**src/rtl/bitwise_logic_unit.sv**
```systemverilog
// Registered bitwise logic unit: eight per-bit operations on WIDTH-bit
// operands, optional chaining of the previous result into operand A, and a
// 2-entry output FIFO with valid/ready handshakes on both sides.
module bitwise_logic_unit #(
    parameter int unsigned WIDTH = 8
) (
    input  logic             clk,
    input  logic             rst,
    input  logic             in_valid,
    output logic             in_ready,
    input  logic [2:0]       op,
    input  logic             chain,
    input  logic [WIDTH-1:0] A,
    input  logic [WIDTH-1:0] B,
    output logic             out_valid,
    input  logic             out_ready,
    output logic [WIDTH-1:0] Out,
    output logic             out_zero,
    output logic             out_parity
);

    localparam logic [2:0] OP_AND  = 3'b000;
    localparam logic [2:0] OP_OR   = 3'b001;
    localparam logic [2:0] OP_XOR  = 3'b010;
    localparam logic [2:0] OP_NAND = 3'b011;
    localparam logic [2:0] OP_NOR  = 3'b100;
    localparam logic [2:0] OP_XNOR = 3'b101;
    localparam logic [2:0] OP_NOT  = 3'b110;

    logic [WIDTH-1:0] chain_reg;
    logic [WIDTH-1:0] a_eff;
    logic [WIDTH-1:0] result;

    logic [WIDTH-1:0] res_mem    [2];
    logic             zero_mem   [2];
    logic             parity_mem [2];
    logic             wr_ptr;
    logic             rd_ptr;
    logic [1:0]       count;

    logic push;
    logic pop;

    // Status and head entry are taken from registered state only, so there is
    // no combinational path from out_ready to in_ready.
    always_comb begin
        in_ready   = (count != 2'd2);
        out_valid  = (count != 2'd0);
        Out        = res_mem[rd_ptr];
        out_zero   = zero_mem[rd_ptr];
        out_parity = parity_mem[rd_ptr];
        push       = in_valid & in_ready;
        pop        = out_valid & out_ready;
    end

    // Operand select and per-bit operation.
    always_comb begin
        a_eff = chain ? chain_reg : A;
        case (op)
            OP_AND:  result = a_eff & B;
            OP_OR:   result = a_eff | B;
            OP_XOR:  result = a_eff ^ B;
            OP_NAND: result = ~(a_eff & B);
            OP_NOR:  result = ~(a_eff | B);
            OP_XNOR: result = ~(a_eff ^ B);
            OP_NOT:  result = ~a_eff;
            default: result = a_eff;
        endcase
    end

    // FIFO storage, pointers, occupancy and chain register.
    // Reset leaves each slot holding a consistent {0, zero=1, parity=0} entry
    // so the head shows the documented reset flags.
    always_ff @(posedge clk) begin
        if (rst) begin
            count     <= '0;
            wr_ptr    <= 1'b0;
            rd_ptr    <= 1'b0;
            chain_reg <= '0;
            for (int unsigned i = 0; i < 2; i++) begin
                res_mem[i]    <= '0;
                zero_mem[i]   <= 1'b1;
                parity_mem[i] <= 1'b0;
            end
        end else begin
            if (push) begin
                res_mem[wr_ptr]    <= result;
                zero_mem[wr_ptr]   <= (result == '0);
                parity_mem[wr_ptr] <= ^result;
                wr_ptr             <= ~wr_ptr;
                chain_reg          <= result;
            end
            if (pop) begin
                rd_ptr <= ~rd_ptr;
            end
            case ({push, pop})
                2'b10:   count <= count + 2'd1;
                2'b01:   count <= count - 2'd1;
                default: count <= count;
            endcase
        end
    end

endmodule

```
**config.mk**
```make
export PLATFORM = sky130hd
export DESIGN_NAME = bitwise_logic_unit
export DESIGN_NICKNAME = d
export VERILOG_FILES = /design/src/rtl/bitwise_logic_unit.sv
export SDC_FILE = /design/constraint.sdc
export NUM_CORES = 1
export LEC_CHECK = 0
export BUFFER_PORTS_ARGS = -buffer_cell sky130_fd_sc_hd__buf_2
export CELL_PAD_IN_SITES_DETAIL_PLACEMENT = 1
export CELL_PAD_IN_SITES_GLOBAL_PLACEMENT = 1
export CORE_UTILIZATION = 42
export CTS_BUF_LIST = sky130_fd_sc_hd__clkbuf_4
export CTS_CLUSTER_SIZE = 16
export DETAILED_ROUTE_END_ITERATION = 8
export GPL_ROUTABILITY_DRIVEN = 1
export PLACE_DENSITY_LB_ADDON = 0.1
export RECOVER_POWER = 25
export REMOVE_ABC_BUFFERS = 1
export SYNTH_ARGS = -nofsm -noshare
export SYNTH_HDL_FRONTEND = slang
export SYNTH_SLANG_ARGS = --single-unit
```
**constraint.sdc**
```tcl
create_clock -name clk -period 2.5 [get_ports clk]
set_input_delay 0.125 -clock clk [delete_from_list [all_inputs] [get_ports clk]]
set_output_delay 0.125 -clock clk [all_outputs]
set_load 0.03 [all_outputs]
```
* Word-level counts from Yosys, hierarchy flattened *
Memories as Yosys holds them, arrays and structs flattened. A register that Yosys moved wholly into a read port is not among the register bits.
Cells that the tools add are included.

storage, ports and cells
  memories kept = 3
  memory bits (writable) = 20
  flip-flop bits (word level) = 12

cells by class
  multiplexer cells = 23
  $add $sub $neg = 2
  eq/ne operators = 9
  reduce and logical (&&, ||, !) cells = 8
  bitwise operators = 11

memory list
  memory      words  width  rd ports  clocked after Yosys merged registers in  wr ports  line  RTL
  res_mem     2      8      1         1                                        2         34    logic [WIDTH-1:0] res_mem [2];
  parity_mem  2      1      1         1                                        2         36    logic parity_mem [2];
  zero_mem    2      1      1         1                                        2         35    logic zero_mem [2];

operator list
  operator                                                                number
  8-bit one-hot mux with 7 select lines                                   1
  8-bit NOT                                                               4
  1-bit 2-to-1 mux                                                        19
  8-bit 2-to-1 mux                                                        2
  3-bit equality test (second input constant)                             3
  8-bit AND                                                               1
  8-bit zero test                                                         1
  8-bit OR                                                                1
  8-bit OR reduction                                                      1
  8-bit parity                                                            1
  8-bit XOR                                                               1
  3-bit by 2-bit equality test with 1-bit output (second input constant)  2
  2-bit one-hot mux with 2 select lines                                   1
  2-bit nonzero test                                                      2
  3-bit by 1-bit equality test with 1-bit output (second input constant)  1
  3-bit zero test                                                         1
  2-bit by 1-bit adder with 2-bit output (second input constant)          1
  1-bit AND                                                               2
  2-bit by 1-bit equality test with 1-bit output (second input constant)  1
  2-bit equality test (second input constant)                             1
  2-bit inequality test (second input constant)                           1
  1-bit NOT                                                               2
  1-bit OR reduction                                                      2
  2-bit by 1-bit subtractor with 2-bit output (second input constant)     1

* Logic depth before layout (Yosys ltp) *
  depth in word-level cells = 7
  gate-level depth with buffers = 12
  gate-level depth less buffers = 11

* Worst setup path after synthesis *
Ideal clock, no wire load.

  path type = input port to flip-flop
  start = in chain
  end = mem parity_mem[0] (data pin)
  arrival = 2.121 ns
  setup time = 0.257 ns
  path slack = 0.122 ns
  cell stages on the path = 10
  data required time = 2.243 ns
  cells stage by stage = buf_6 > mux2i_1 > ha_1 > and4bb_2 > a211o_1 > a31oi_4 > ha_1 > xnor2_1 > xnor2_1 > nor2_1

RTL lines
  what             line  RTL
  start, declared  12    input logic chain,
  end, declared    36

==> out/results.ini <==
[run_status]
status = finished, final reports clean

[synth]
synth-edff-count = 18
async_flop_share = 0
synth_flop_cell = edfxtp_1
synth_seq_area_share = 0.3228
ys_ff_latch = 33
ys.warnings.count = 0
synth_area_mm2 = 0.002605
synth.distinct_cells = 58
synth_cells = 254
synth_area_per_cell_um2 = 10.26

[pwr]
power.total_mw = 2.181
leakage_nw = 1.438
ir_drop_mv = 0.5042
p_per_area_mw_per_mm2 = 681.7

[floorplan]
initial_core_util = 0.4374
die_x_um = 80.76
fp.dieH_um = 80.76
fp.coreArea_mm2 = 0.005956
die_area_mm2 = 0.006521
ios = 36
rows = 28

[grt]
grt_use_met1 = 0.2653
antenna_found_initial = 0
grt_max_degree = 32
grt_pass1_vias = 2124
grt.total_usage = 0.2069
use_met2 = 0.3619
grt-busiest-layer = met2
met3_usage = 0.03483
grt_overflow = 0
grt_pass1_wl_um = 10210

[finish]
drive_above_1_share = 0.4095
regArea_um2 = 843.3
n_antenna_cell = 0
fillers = 688
final_core_util = 0.5372
final_common_cell = buf_4
multi_input_area_mm2 = 0.001679
nets = 359
largest_register_ffs = 16
final_cell_mix = buf_4, buf_2, nor2_1
syn_to_final_growth_pct = 22.81

[route]
via_count = 2104
final_antenna_net_count = 0
drt_wl_total_um = 6559
first_pass_iters = 4
drt_iter0_drc = 76
drcViolationCount = 0
drt-wirelength-per-cell_um = 16.82
routed_via_density = 5.395

[place]
gp_congestion = 0.7462
post-place-ws_ns = -0.1723
dp_hpwl_um = 4723
numPortBuffers = 35

[run]
cap_violations = 0

[cts]
cts-root-buf = clkbuf_4
cts_sinks = 33
htreeDepth = 2
cts_tree = built
clkLatencyLatePin_ns = 0.34
cts_made_buffers = 5
clk_pin_slew_ns = 0.10
ctsLongestPathBuffers = 2

[timing]
fmax_mhz = 408.5
tightest_slew_ns = 0.6152
finalCritPeriodShare = 0.9792
slew_headroom = 0.5898
setup_ws_ns = 0.05211
drv_slew = 0
post-route-min-period_ns = 2.448
skew_ns = 0.01341
hold_viol_final = 0
finalSetupViolations = 0

[critical_path]
cpLargestDelayFamily = adder cells
critPathRequiredTime_ns = 2.58
worst_setup_path_end_kind = register
slowest_stage = dfxtp_2
worstPathArrival_ns = 2.53
crit_fanout = 4
start_kind = register
slowest_delay_ns = 0.34
crit_type = reg -> reg
crit_chain = mux2i_1 > buf_4 > ha_4 > and4bb_1 > a211o_1 > a21oi_2 > or2_1 > ha_4 > xnor2_4 > xnor2_2 > nor2_1
crit_buf_inv = 1
cpMostUsedCell = ha_4

[hold_path]
hold_class = in -> reg

-- layer usage --
layer / up-vias / wire length (um) / part of all wire
met5: - / 0 / 0
met2: 24 / 3397 / 0.52
met3: 4 / 138 / 0.021
met4: 0 / 35 / 0.0053
li1: 1046 / - / -
met1: 1030 / 2987 / 0.46
-- cell type report --
type                            instances  share of cell area
Inverter                               19             0.02229
Clock buffer                            7             0.01643
Clock inverter                          1            0.001173
Tap cell                               75             0.02933
Timing Repair Buffer                   72              0.1424
Sequential cell                        33              0.2636
Multi-Input combinational cell        183              0.5248
-- worst reg2reg max path, cell delays in order, from the launching register on --
cell      delay (ns)
dfxtp_2         0.34
mux2i_1         0.13
buf_4           0.16
ha_4            0.20
and4bb_1        0.18
a211o_1         0.23
a21oi_2         0.15
or2_1           0.18
ha_4            0.23
xnor2_4         0.15
xnor2_2         0.20
nor2_1          0.05
-- worst paths after layout --
kind	from	to	slack (ns)	cells after the start
setup reg to reg	chain_reg[5]	parity_mem[0]	0.05	11
setup / recovery	chain_reg[5]	parity_mem[0]	0.05	11
hold reg to reg	zero_mem[0]	zero_mem[0]	0.50	1
hold / removal	rst	register	0.19	2
-- cell usage after synthesis, types with 6 or more instances --
library cell / instances / area (um2)
nor4bb_1: 7 / 70.07
ha_1: 21 / 262.8
nor2_1: 23 / 86.33
nand3b_1: 7 / 52.55
buf_2: 6 / 30.03
mux2_2: 11 / 123.9
edfxtp_1: 18 / 540.5
xnor2_1: 6 / 52.55
nand2b_1: 8 / 50.05
inv_1: 15 / 56.30
nand2_1: 11 / 41.29
mux2i_1: 15 / 150.1
dfxtp_1: 15 / 300.3
-- through the flow --
step	hold WS [ns]	instance area [um2]	setup TNS (ns)	std cells
finish	0.1930	3199	0	390
global route	0.1927	3199	-0.1022	390
CTS	0.1763	3070	0	387
detailed placement	0.4801	3005	-0.3315	379
global placement	0.4702	3005	-0.2026	379
floorplan	0.1896	2469	0	235
-- timing repair --
action                                  in CTS  in global routing
hold buffers                                 0                  0
endpoints found under the setup margin       1                  2
gates resized for setup                      2                 16
pin swaps                                    1                  6
buffers inserted                             0                  3
-- power by group --
| group | internal, mW | switching, mW |
|---|---|---|
| logic | 0.502 | 0.598 |
| clock network | 0.130 | 0.175 |
| registers | 0.696 | 0.0808 |
| total | 1.33 | 0.854 |
-- kinds of logic after synthesis --
family                     after synthesis  share of synthesized area
and+or+nand+nor                         86                     0.1964
DFF                                     33                     0.3228
AOI/OAI and AO/OA                       41                     0.1609
xor gates and xnor gates                 7                    0.02354
adders and majority gates               21                     0.1009
muxes                                   28                     0.1158
buffers and inverters                   38                    0.07973
Power figures use the tool's default switching activity.
